===== config.mk =====
export PLATFORM = sky130hd
export DESIGN_NAME = load_store_unit_flat
export DESIGN_NICKNAME = d
export VERILOG_FILES = /design/src/rtl/lsu_pkg.sv /design/src/rtl/lsu_if.sv /design/src/rtl/lsu_lane_align.sv /design/src/rtl/load_store_unit.sv /design/src/flat_wrapper.sv
export SDC_FILE = /design/constraint.sdc
export NUM_CORES = 1
export LEC_CHECK = 0
export ABC_CLOCK_PERIOD_IN_PS = 10750
export CORE_MARGIN = 4
export CORE_UTILIZATION = 52
export CTS_CLUSTER_DIAMETER = 40
export DETAILED_ROUTE_END_ITERATION = 10
export GPL_TIMING_DRIVEN = 0
export PLACE_DENSITY = 0.86
export REMOVE_ABC_BUFFERS = 1
export SLEW_MARGIN = 10
export SYNTH_ARGS = -nofsm -noshare
export SYNTH_HDL_FRONTEND = slang
export SYNTH_SLANG_ARGS = --single-unit

===== constraint.sdc =====
create_clock -name clk -period 10.75 [get_ports clk]
set_clock_uncertainty 0.1 [all_clocks]
set_input_delay 3.225 -clock clk [delete_from_list [all_inputs] [get_ports clk]]
set_output_delay 3.225 -clock clk [all_outputs]
set_load 0.05 [all_outputs]

===== src/rtl/lsu_pkg.sv =====
// lsu_pkg: shared widths, funct3 codes, FSM states and legality check for the load/store unit
package lsu_pkg;
  localparam int XLEN = 32;
  localparam int DEPTH_WORDS = 512;
  localparam logic [2:0] F3_B  = 3'b000;
  localparam logic [2:0] F3_H  = 3'b001;
  localparam logic [2:0] F3_W  = 3'b010;
  localparam logic [2:0] F3_BU = 3'b100;
  localparam logic [2:0] F3_HU = 3'b101;
  typedef enum logic [1:0] {IDLE, RD, WR, RESP} lsu_state_t;
  function automatic logic f3_ok(input logic we, input logic [2:0] f3);
    return we ? (f3 inside {F3_B, F3_H, F3_W}) : (f3 inside {F3_B, F3_H, F3_W, F3_BU, F3_HU});
  endfunction
endpackage


===== src/rtl/lsu_if.sv =====
// lsu_if: core request/response handshake plus word-addressed memory port of the load/store unit
interface lsu_if;
  import lsu_pkg::*;
  logic req_valid, req_ready, req_we;
  logic [2:0] req_funct3;
  logic [XLEN-1:0] req_addr, req_wdata;
  logic rsp_valid, rsp_error;
  logic [XLEN-1:0] rsp_rdata;
  logic MemRead, MemWrite;
  logic [XLEN-1:0] address, WriteData, ReadData;
  modport master (
    output req_valid, req_we, req_funct3, req_addr, req_wdata, ReadData,
    input  req_ready, rsp_valid, rsp_rdata, rsp_error, MemRead, MemWrite, address, WriteData
  );
  modport slave (
    input  req_valid, req_we, req_funct3, req_addr, req_wdata, ReadData,
    output req_ready, rsp_valid, rsp_rdata, rsp_error, MemRead, MemWrite, address, WriteData
  );
endinterface


===== src/rtl/lsu_lane_align.sv =====
// lsu_lane_align: little-endian lane extraction with extension for loads, lane merge for subword stores
module lsu_lane_align
  import lsu_pkg::*;
(
  input  logic [XLEN-1:0] word,
  input  logic [XLEN-1:0] wdata,
  input  logic [1:0]      offset,
  input  logic [2:0]      funct3,
  output logic [XLEN-1:0] rdata,
  output logic [XLEN-1:0] merged
);
  logic [4:0] sh;
  logic [15:0] lane;
  logic [XLEN-1:0] mask;
  assign sh = {offset, 3'b000};
  assign lane = 16'(word >> sh);
  assign mask = funct3[1:0] == 2'b00 ? XLEN'(32'hFF) : funct3[1:0] == 2'b01 ? XLEN'(32'hFFFF) : '1;
  always_comb
    rdata = funct3 == F3_B  ? {{(XLEN-8){lane[7]}}, lane[7:0]} :
            funct3 == F3_H  ? {{(XLEN-16){lane[15]}}, lane[15:0]} :
            funct3 == F3_BU ? {{(XLEN-8){1'b0}}, lane[7:0]} :
            funct3 == F3_HU ? {{(XLEN-16){1'b0}}, lane[15:0]} : word;
  assign merged = (word & ~(mask << sh)) | ((wdata & mask) << sh);
endmodule


===== src/rtl/load_store_unit.sv =====
// load_store_unit: one-at-a-time RV32 load/store engine with read-modify-write for subword stores
module load_store_unit
  import lsu_pkg::*;
(
  input  logic clk,
  input  logic reset,
  lsu_if.slave bus
);
  lsu_state_t state, next;
  logic we_q, accept, err;
  logic [2:0] f3_q;
  logic [1:0] off_q;
  logic [XLEN-1:0] wdata_q, idx, load_data, merged;
  assign idx = bus.req_addr >> 2;
  assign accept = bus.req_valid && state == IDLE;
  assign err = !f3_ok(bus.req_we, bus.req_funct3) ||
               (bus.req_funct3[1:0] == 2'b01 && bus.req_addr[0]) ||
               (bus.req_funct3[1:0] == 2'b10 && bus.req_addr[1:0] != 2'b00) ||
               idx >= XLEN'(DEPTH_WORDS);
  assign bus.req_ready = state == IDLE && !reset;
  always_comb
    next = state == IDLE ? (!accept ? IDLE : err ? RESP :
                            (bus.req_we && bus.req_funct3 == F3_W) ? WR : RD) :
           state == RD   ? (we_q ? WR : RESP) :
           state == WR   ? RESP : IDLE;
  lsu_lane_align u_align (
    .word   (bus.ReadData),
    .wdata  (wdata_q),
    .offset (off_q),
    .funct3 (f3_q),
    .rdata  (load_data),
    .merged (merged)
  );
  // Strobes are registered from next-state so they line up exactly with RD/WR
  always_ff @(posedge clk or posedge reset) begin
    if (reset) begin
      state         <= IDLE;
      we_q          <= 1'b0;
      f3_q          <= '0;
      off_q         <= '0;
      wdata_q       <= '0;
      bus.MemRead   <= 1'b0;
      bus.MemWrite  <= 1'b0;
      bus.address   <= '0;
      bus.WriteData <= '0;
      bus.rsp_valid <= 1'b0;
      bus.rsp_rdata <= '0;
      bus.rsp_error <= 1'b0;
    end else begin
      state         <= next;
      bus.MemRead   <= next == RD;
      bus.MemWrite  <= next == WR;
      bus.rsp_valid <= next == RESP;
      if (accept) begin
        we_q        <= bus.req_we;
        f3_q        <= bus.req_funct3;
        off_q       <= bus.req_addr[1:0];
        wdata_q     <= bus.req_wdata;
        bus.address <= idx;
      end
      if (state == IDLE && next == WR) bus.WriteData <= bus.req_wdata;
      if (state == RD && we_q) bus.WriteData <= merged;
      if (next == RESP) begin
        bus.rsp_error <= state == IDLE;
        bus.rsp_rdata <= state == RD ? load_data : '0;
      end
    end
  end
endmodule

===== src/flat_wrapper.sv =====
// flat-port wrapper written by rule: the top's interface ports become plain ports
module load_store_unit_flat import lsu_pkg::*;
  (clk, reset, bus_req_valid, bus_req_we, bus_req_funct3, bus_req_addr, bus_req_wdata, bus_ReadData, bus_req_ready, bus_rsp_valid, bus_rsp_rdata, bus_rsp_error, bus_MemRead, bus_MemWrite, bus_address, bus_WriteData);
  lsu_if bus_i ();
  input  logic clk;
  input  logic reset;
  input wire logic [$bits(bus_i.req_valid)-1:0] bus_req_valid;
  input wire logic [$bits(bus_i.req_we)-1:0] bus_req_we;
  input wire logic [$bits(bus_i.req_funct3)-1:0] bus_req_funct3;
  input wire logic [$bits(bus_i.req_addr)-1:0] bus_req_addr;
  input wire logic [$bits(bus_i.req_wdata)-1:0] bus_req_wdata;
  input wire logic [$bits(bus_i.ReadData)-1:0] bus_ReadData;
  output wire logic [$bits(bus_i.req_ready)-1:0] bus_req_ready;
  output wire logic [$bits(bus_i.rsp_valid)-1:0] bus_rsp_valid;
  output wire logic [$bits(bus_i.rsp_rdata)-1:0] bus_rsp_rdata;
  output wire logic [$bits(bus_i.rsp_error)-1:0] bus_rsp_error;
  output wire logic [$bits(bus_i.MemRead)-1:0] bus_MemRead;
  output wire logic [$bits(bus_i.MemWrite)-1:0] bus_MemWrite;
  output wire logic [$bits(bus_i.address)-1:0] bus_address;
  output wire logic [$bits(bus_i.WriteData)-1:0] bus_WriteData;
  assign bus_i.req_valid = bus_req_valid;
  assign bus_i.req_we = bus_req_we;
  assign bus_i.req_funct3 = bus_req_funct3;
  assign bus_i.req_addr = bus_req_addr;
  assign bus_i.req_wdata = bus_req_wdata;
  assign bus_i.ReadData = bus_ReadData;
  assign bus_req_ready = bus_i.req_ready;
  assign bus_rsp_valid = bus_i.rsp_valid;
  assign bus_rsp_rdata = bus_i.rsp_rdata;
  assign bus_rsp_error = bus_i.rsp_error;
  assign bus_MemRead = bus_i.MemRead;
  assign bus_MemWrite = bus_i.MemWrite;
  assign bus_address = bus_i.address;
  assign bus_WriteData = bus_i.WriteData;
  load_store_unit u_core (.clk(clk), .reset(reset), .bus(bus_i));
endmodule

After elaboration in Yosys (flattened, before gate mapping)
Index checks and enable logic that the tools add are counted.
{"block": "op_classes", "add_sub_neg": 0, "n_mul": 0, "div": 0, "order_cmp": 1, "eq_ne": 15, "n_shift": 3, "muxes": 17, "n_bitwise": 4, "reduce_logical": 20}
{"operator": "two-way mux 32 bit", "n": 9}
{"operator": "bitwise AND 32 bit", "n": 2}
{"operator": "<< shifter 32 x 5 -> 32 bit", "n": 2}
{"operator": "inverter 32 bit", "n": 1}
{"operator": "bitwise OR 32 bit", "n": 1}
{"operator": "right shift 32 x 5 -> 16 bit", "n": 1}
{"operator": "greater-or-equal comparator 30 x 10 -> 1 bit (second input constant)", "n": 1}
{"operator": "== test 3 bit (second input constant)", "n": 4}
{"operator": "two-way mux 2 bit", "n": 6}
{"operator": "== test 2 x 1 -> 1 bit (second input constant)", "n": 4}
{"operator": "== test 2 bit (second input constant)", "n": 4}
{"operator": "logical AND 1 bit", "n": 7}
{"operator": "== test 3 x 1 -> 1 bit (second input constant)", "n": 2}
{"operator": "logical NOT 3 bit", "n": 2}
{"operator": "nonzero test 5 bit", "n": 1}
{"operator": "logical NOT 2 bit", "n": 2}
{"operator": "nonzero test 2 bit", "n": 2}
{"operator": "== test 3 x 2 -> 1 bit (second input constant)", "n": 1}
{"operator": "logical OR 1 bit", "n": 3}
{"operator": "nonzero test 3 bit", "n": 1}
{"operator": "logical NOT 1 bit", "n": 2}
{"operator": "two-way mux 1 bit", "n": 2}
{"block": "word_totals", "ff_bits": 138, "latchBits": 0, "mem_bits_rw": 0, "mem_bits_ro": 0, "inputBits": 103, "n_memories": 0}

Logic depth before layout (Yosys ltp)
{"block": "depth", "depth_word": 14, "mapped_depth": 9, "ltp_nobuf": 8}

Modules after synthesis
From an unflattened synthesis, not the netlist that was laid out.
{"block": "unflattened", "hier_cells": 1119, "area_unflattened_um2": 8946.1}
{"module": "load_store_unit", "n_inst": 1, "cells_each": 874, "area_per_inst_um2": 7412.1, "seq_area_each_um2": 3453.3}
{"module": "lsu_lane_align", "n_inst": 1, "cells_each": 245, "area_per_inst_um2": 1534.0, "seq_area_each_um2": 0.0}

Worst setup path before layout
Ideal clock, no wire load.
{"block": "synth_timing", "path_type": "input to output", "from": "input port reset", "to": "output port bus_req_ready", "t_arrival_ns": 3.914, "required_time_ns": 7.425, "path_slack_ns": 3.511, "stages": 1, "path_cell_list": "nor2b_1"}
{"block": "synth_between", "elab_chain_len": 2}
{"item": "start, declared", "line_no": "flat_wrapper.sv:6", "rtl": "input logic reset;"}
{"item": "logical NOT 1 bit", "line_no": "load_store_unit.sv:20", "rtl": "assign bus.req_ready = state == IDLE && !reset;"}
{"item": "logical AND 1 bit", "line_no": "load_store_unit.sv:20"}
{"item": "end, declared", "line_no": "flat_wrapper.sv:13", "rtl": "output wire logic [$bits(bus_i.req_ready)-1:0] bus_req_ready;"}
Every way passes these cells.

Worst setup path in the final report
Ends and elaborated chain as after synthesis.

==> out/results.ini <==
[logic_synthesis]
synth_top_area_share_pct=48.4
syn_inst=804
avgSynthCellArea_um2=8.87
async_reset_ff_share_pct=100
synth-seq-area-share_pct=48.4
synth_area_leaders=dfrtp_1, nand2_1, mux2i_1
synth-seq-cells=138
synth-edff-count=0
yosysTopAreaCell=dfrtp_1
yosysWarnings=0
syn_area_mm2=0.00713
synth_cell_types=47
synthFlopType=dfrtp_1

[timing]
report.final.slew_viol_count=0
max_freq_mhz=124
hold_violations=0
worstMarginPinSlew_ns=1.26
setup_tns_ns=0
setup_viol=0
fin_crit_sh_pct=74.8
min_period_ns=8.04
relSlewSlack_pct=15.3
rsz0062_at_grt=no

[clock_tree]
cts_hold_buf=0
post_cts_buffers=0
clkSinkCount=138
clk_pin_slew_ns=0.06
cts_tree=built
cts-htree-levels=4
cts_root_buf=clkbuf_16
cts-resized-gates=0
cts_buffers=17
clockBufferDepth=2
insertion_delay_ns=0.43

[global_route]
grt_max_degree=74
grt_antenna_before_repair=0
use_met1_pct=37.0
grt_pass1_vias=6871
gr-usage-met2_pct=45.1
track_usage_pct=29.1
busiest_layer=met2
overflow=0
grt_pass1_wl_um=36600
met3_usage_pct=11.1

[place]
place_congestion=0.870
dp_hpwl_um=15200
numPortBuffers=201

[cells_and_area]
area_growth_pct=37.7
n_fill_cell=987
layout.nets=1075
regArea_mm2=0.00346
num_antenna_cells=0
multi_input_area_mm2=0.00340
drive_gt1_share_pct=6.32

[floorplan]
dieArea_mm2=0.0156
start_util_pct=53.4
die_x_um=125
pin_count=204
rows=42
die_h_um=125
core_mm2=0.0133

[routing]
dr.first_iter.drc_count=1014
wirelength_um=23300
ant_nets=0
vias=6931
drc=0
routedWlPerCell_um=20.1
via_per_inst=5.99
drtPass1Iterations=5

[worst_setup_path]
critical_path_arrival_ns=4.71
end_kind=output pin
cp_max_fo=2
path_cells=clkdlybuf4s50_1 > nor2b_1 > clkdlybuf4s50_1
path_class=input port to output pin
worst_path_max_delay_cell=clkdlybuf4s50_1
start_kind=input port
critPathMaxStageDelay_ns=0.81
cp_common_cell=clkdlybuf4s50_1
worstPathRequired_ns=7.43

[pwr]
power_density_mw_per_mm2=340
power_w=0.00334
leakagePower_nw=4.20
peakVddDrop_uv=219

[run_status]
status=finished clean

[job]
maxCapViolCount=0

[worst_hold_path]
hp-class=flip-flop to flip-flop

[layout by cell type, fill, tap and decap left out, types with 4 or more instances in the layout]
cell / synthesis / final
a211o_1: 8 / 8
a211oi_1: 8 / 8
a21boi_0: 7 / 7
a21oi_1: 72 / 72
a221oi_1: 8 / 8
a22o_1: 8 / 8
a22oi_1: 23 / 23
clkbuf_16: 0 / 17
clkbuf_8: 0 / 4
clkdlybuf4s50_1: 0 / 201
dfrtp_1: 138 / 135
mux2_2: 8 / 8
mux2i_1: 51 / 51
nand2_1: 236 / 234
nand3_1: 26 / 26
nand3b_1: 8 / 8
nor2_1: 26 / 25
nor2b_1: 14 / 13
o21ai_0: 36 / 36
o221ai_1: 7 / 7
o31ai_1: 16 / 16
[sequential cells by signal, summed over array words and instances, names as in the netlist]
name and cells:
u_core.bus.WriteData 32, u_core.bus.rsp_rdata 32, u_core.wdata_q 32, u_core.bus.address 30, u_core.f3_q 3, u_core.off_q 2
u_core.state 2, u_core.bus.MemRead 1, u_core.bus.MemWrite 1, u_core.bus.rsp_error 1, u_core.bus.rsp_valid 1, u_core.we_q 1
[per-stage QoR]
step / util [%] / setup slack (ns) / cells / cell area [µm²] / hold WS, ns
after global placement: 68.1 / 1.77 / 1119 / 9090 / 0.358
after detailed placement: 69.2 / 2.74 / 1126 / 9240 / 0.362
after floorplan: - / 3.51 / 742 / 6860 / 0.345
final: 73.6 / 2.71 / 1157 / 9820 / 0.372
after global routing: 73.6 / 2.67 / 1157 / 9820 / 0.399
after CTS: 73.6 / 2.72 / 1157 / 9820 / 0.376
[routing by layer]
metal | part of all wire (%) | vias to the layer above | wire (µm)
li1 | - | 3131 | -
met2 | 46 | 398 | 10800
met1 | 39 | 3336 | 9180
met5 | 0 | - | 0
met3 | 11 | 66 | 2570
met4 | 3.2 | 0 | 743
[synth_stat cells (3+ instances only)]
| cell | instances |
|---|---|
| mux2_2 | 8 |
| buf_1 | 6 |
| inv_1 | 4 |
| clkbuf_1 | 47 |
| nor2_1 | 26 |
| a22oi_1 | 23 |
| nand2_1 | 236 |
| and2_1 | 4 |
| a211o_1 | 8 |
| nor2b_1 | 14 |
| nand3_1 | 26 |
| mux2i_1 | 51 |
| a22o_1 | 8 |
| ha_1 | 3 |
| o221ai_1 | 7 |
| o21ai_0 | 36 |
| buf_2 | 4 |
| dfrtp_1 | 138 |
| a21boi_0 | 7 |
| buf_4 | 3 |
| buf_6 | 3 |
| nand2b_1 | 3 |
| o31ai_1 | 16 |
| nor4_1 | 3 |
| nand3b_1 | 8 |
| a21oi_1 | 72 |
| a221oi_1 | 8 |
| a211oi_1 | 8 |
[path summary, 6_finish.rpt]
check,start,to,slack (ns),depth (start not counted)
worst min-delay path,u_core.wdata_q[31],u_core.wdata_q[31],0.37,2
min in group asynchronous,reset,u_core.bus.address[14],3.23,2
max in group asynchronous,reset,u_core.bus.WriteData[28],6.55,3
worst min register to register,u_core.wdata_q[31],u_core.wdata_q[31],0.37,2
worst max-delay path,reset,bus_req_ready,2.71,3
worst max register to register,u_core.state[1],u_core.bus.rsp_rdata[13],6.97,7
[worst max-delay path, delay by kind of cell]
| kind | cells | cell delay, ns |
|---|---|---|
| buffers and inverters | 2 | 1.32 |
| AND/OR/NAND/NOR | 1 | 0.16 |
[logic make-up after synthesis]
| family | count (synthesis) | synth area share [%] |
|---|---|---|
| and+or+nand+nor | 328 | 19.6 |
| AOI/OAI and AO/OA | 206 | 18.7 |
| DFF | 138 | 48.4 |
| buffers and inverters | 68 | 4.12 |
| muxes | 59 | 8.43 |
| adders and majority gates | 3 | 0.527 |
| other | 1 | 0.0526 |
| xor gates and xnor gates | 1 | 0.123 |
[layout make-up]
type                            count  area share, %
Inverter                            5          0.242
Tap cell                          176           2.24
Clock inverter                      7          0.918
Timing Repair Buffer              208           21.7
Sequential cell                   138           35.2
Multi-Input combinational cell    599           34.7
Clock buffer                       24           5.01
[power by group]
part	switching [W]	internal, W	leakage [nW]
logic	0.00121	0.000595	2.20
clock network	0.000221	0.000363	0.282
registers	0.000206	0.000745	1.72
total	0.00164	0.00170	4.20
No activity file was read; power rests on OpenSTA's default activity.
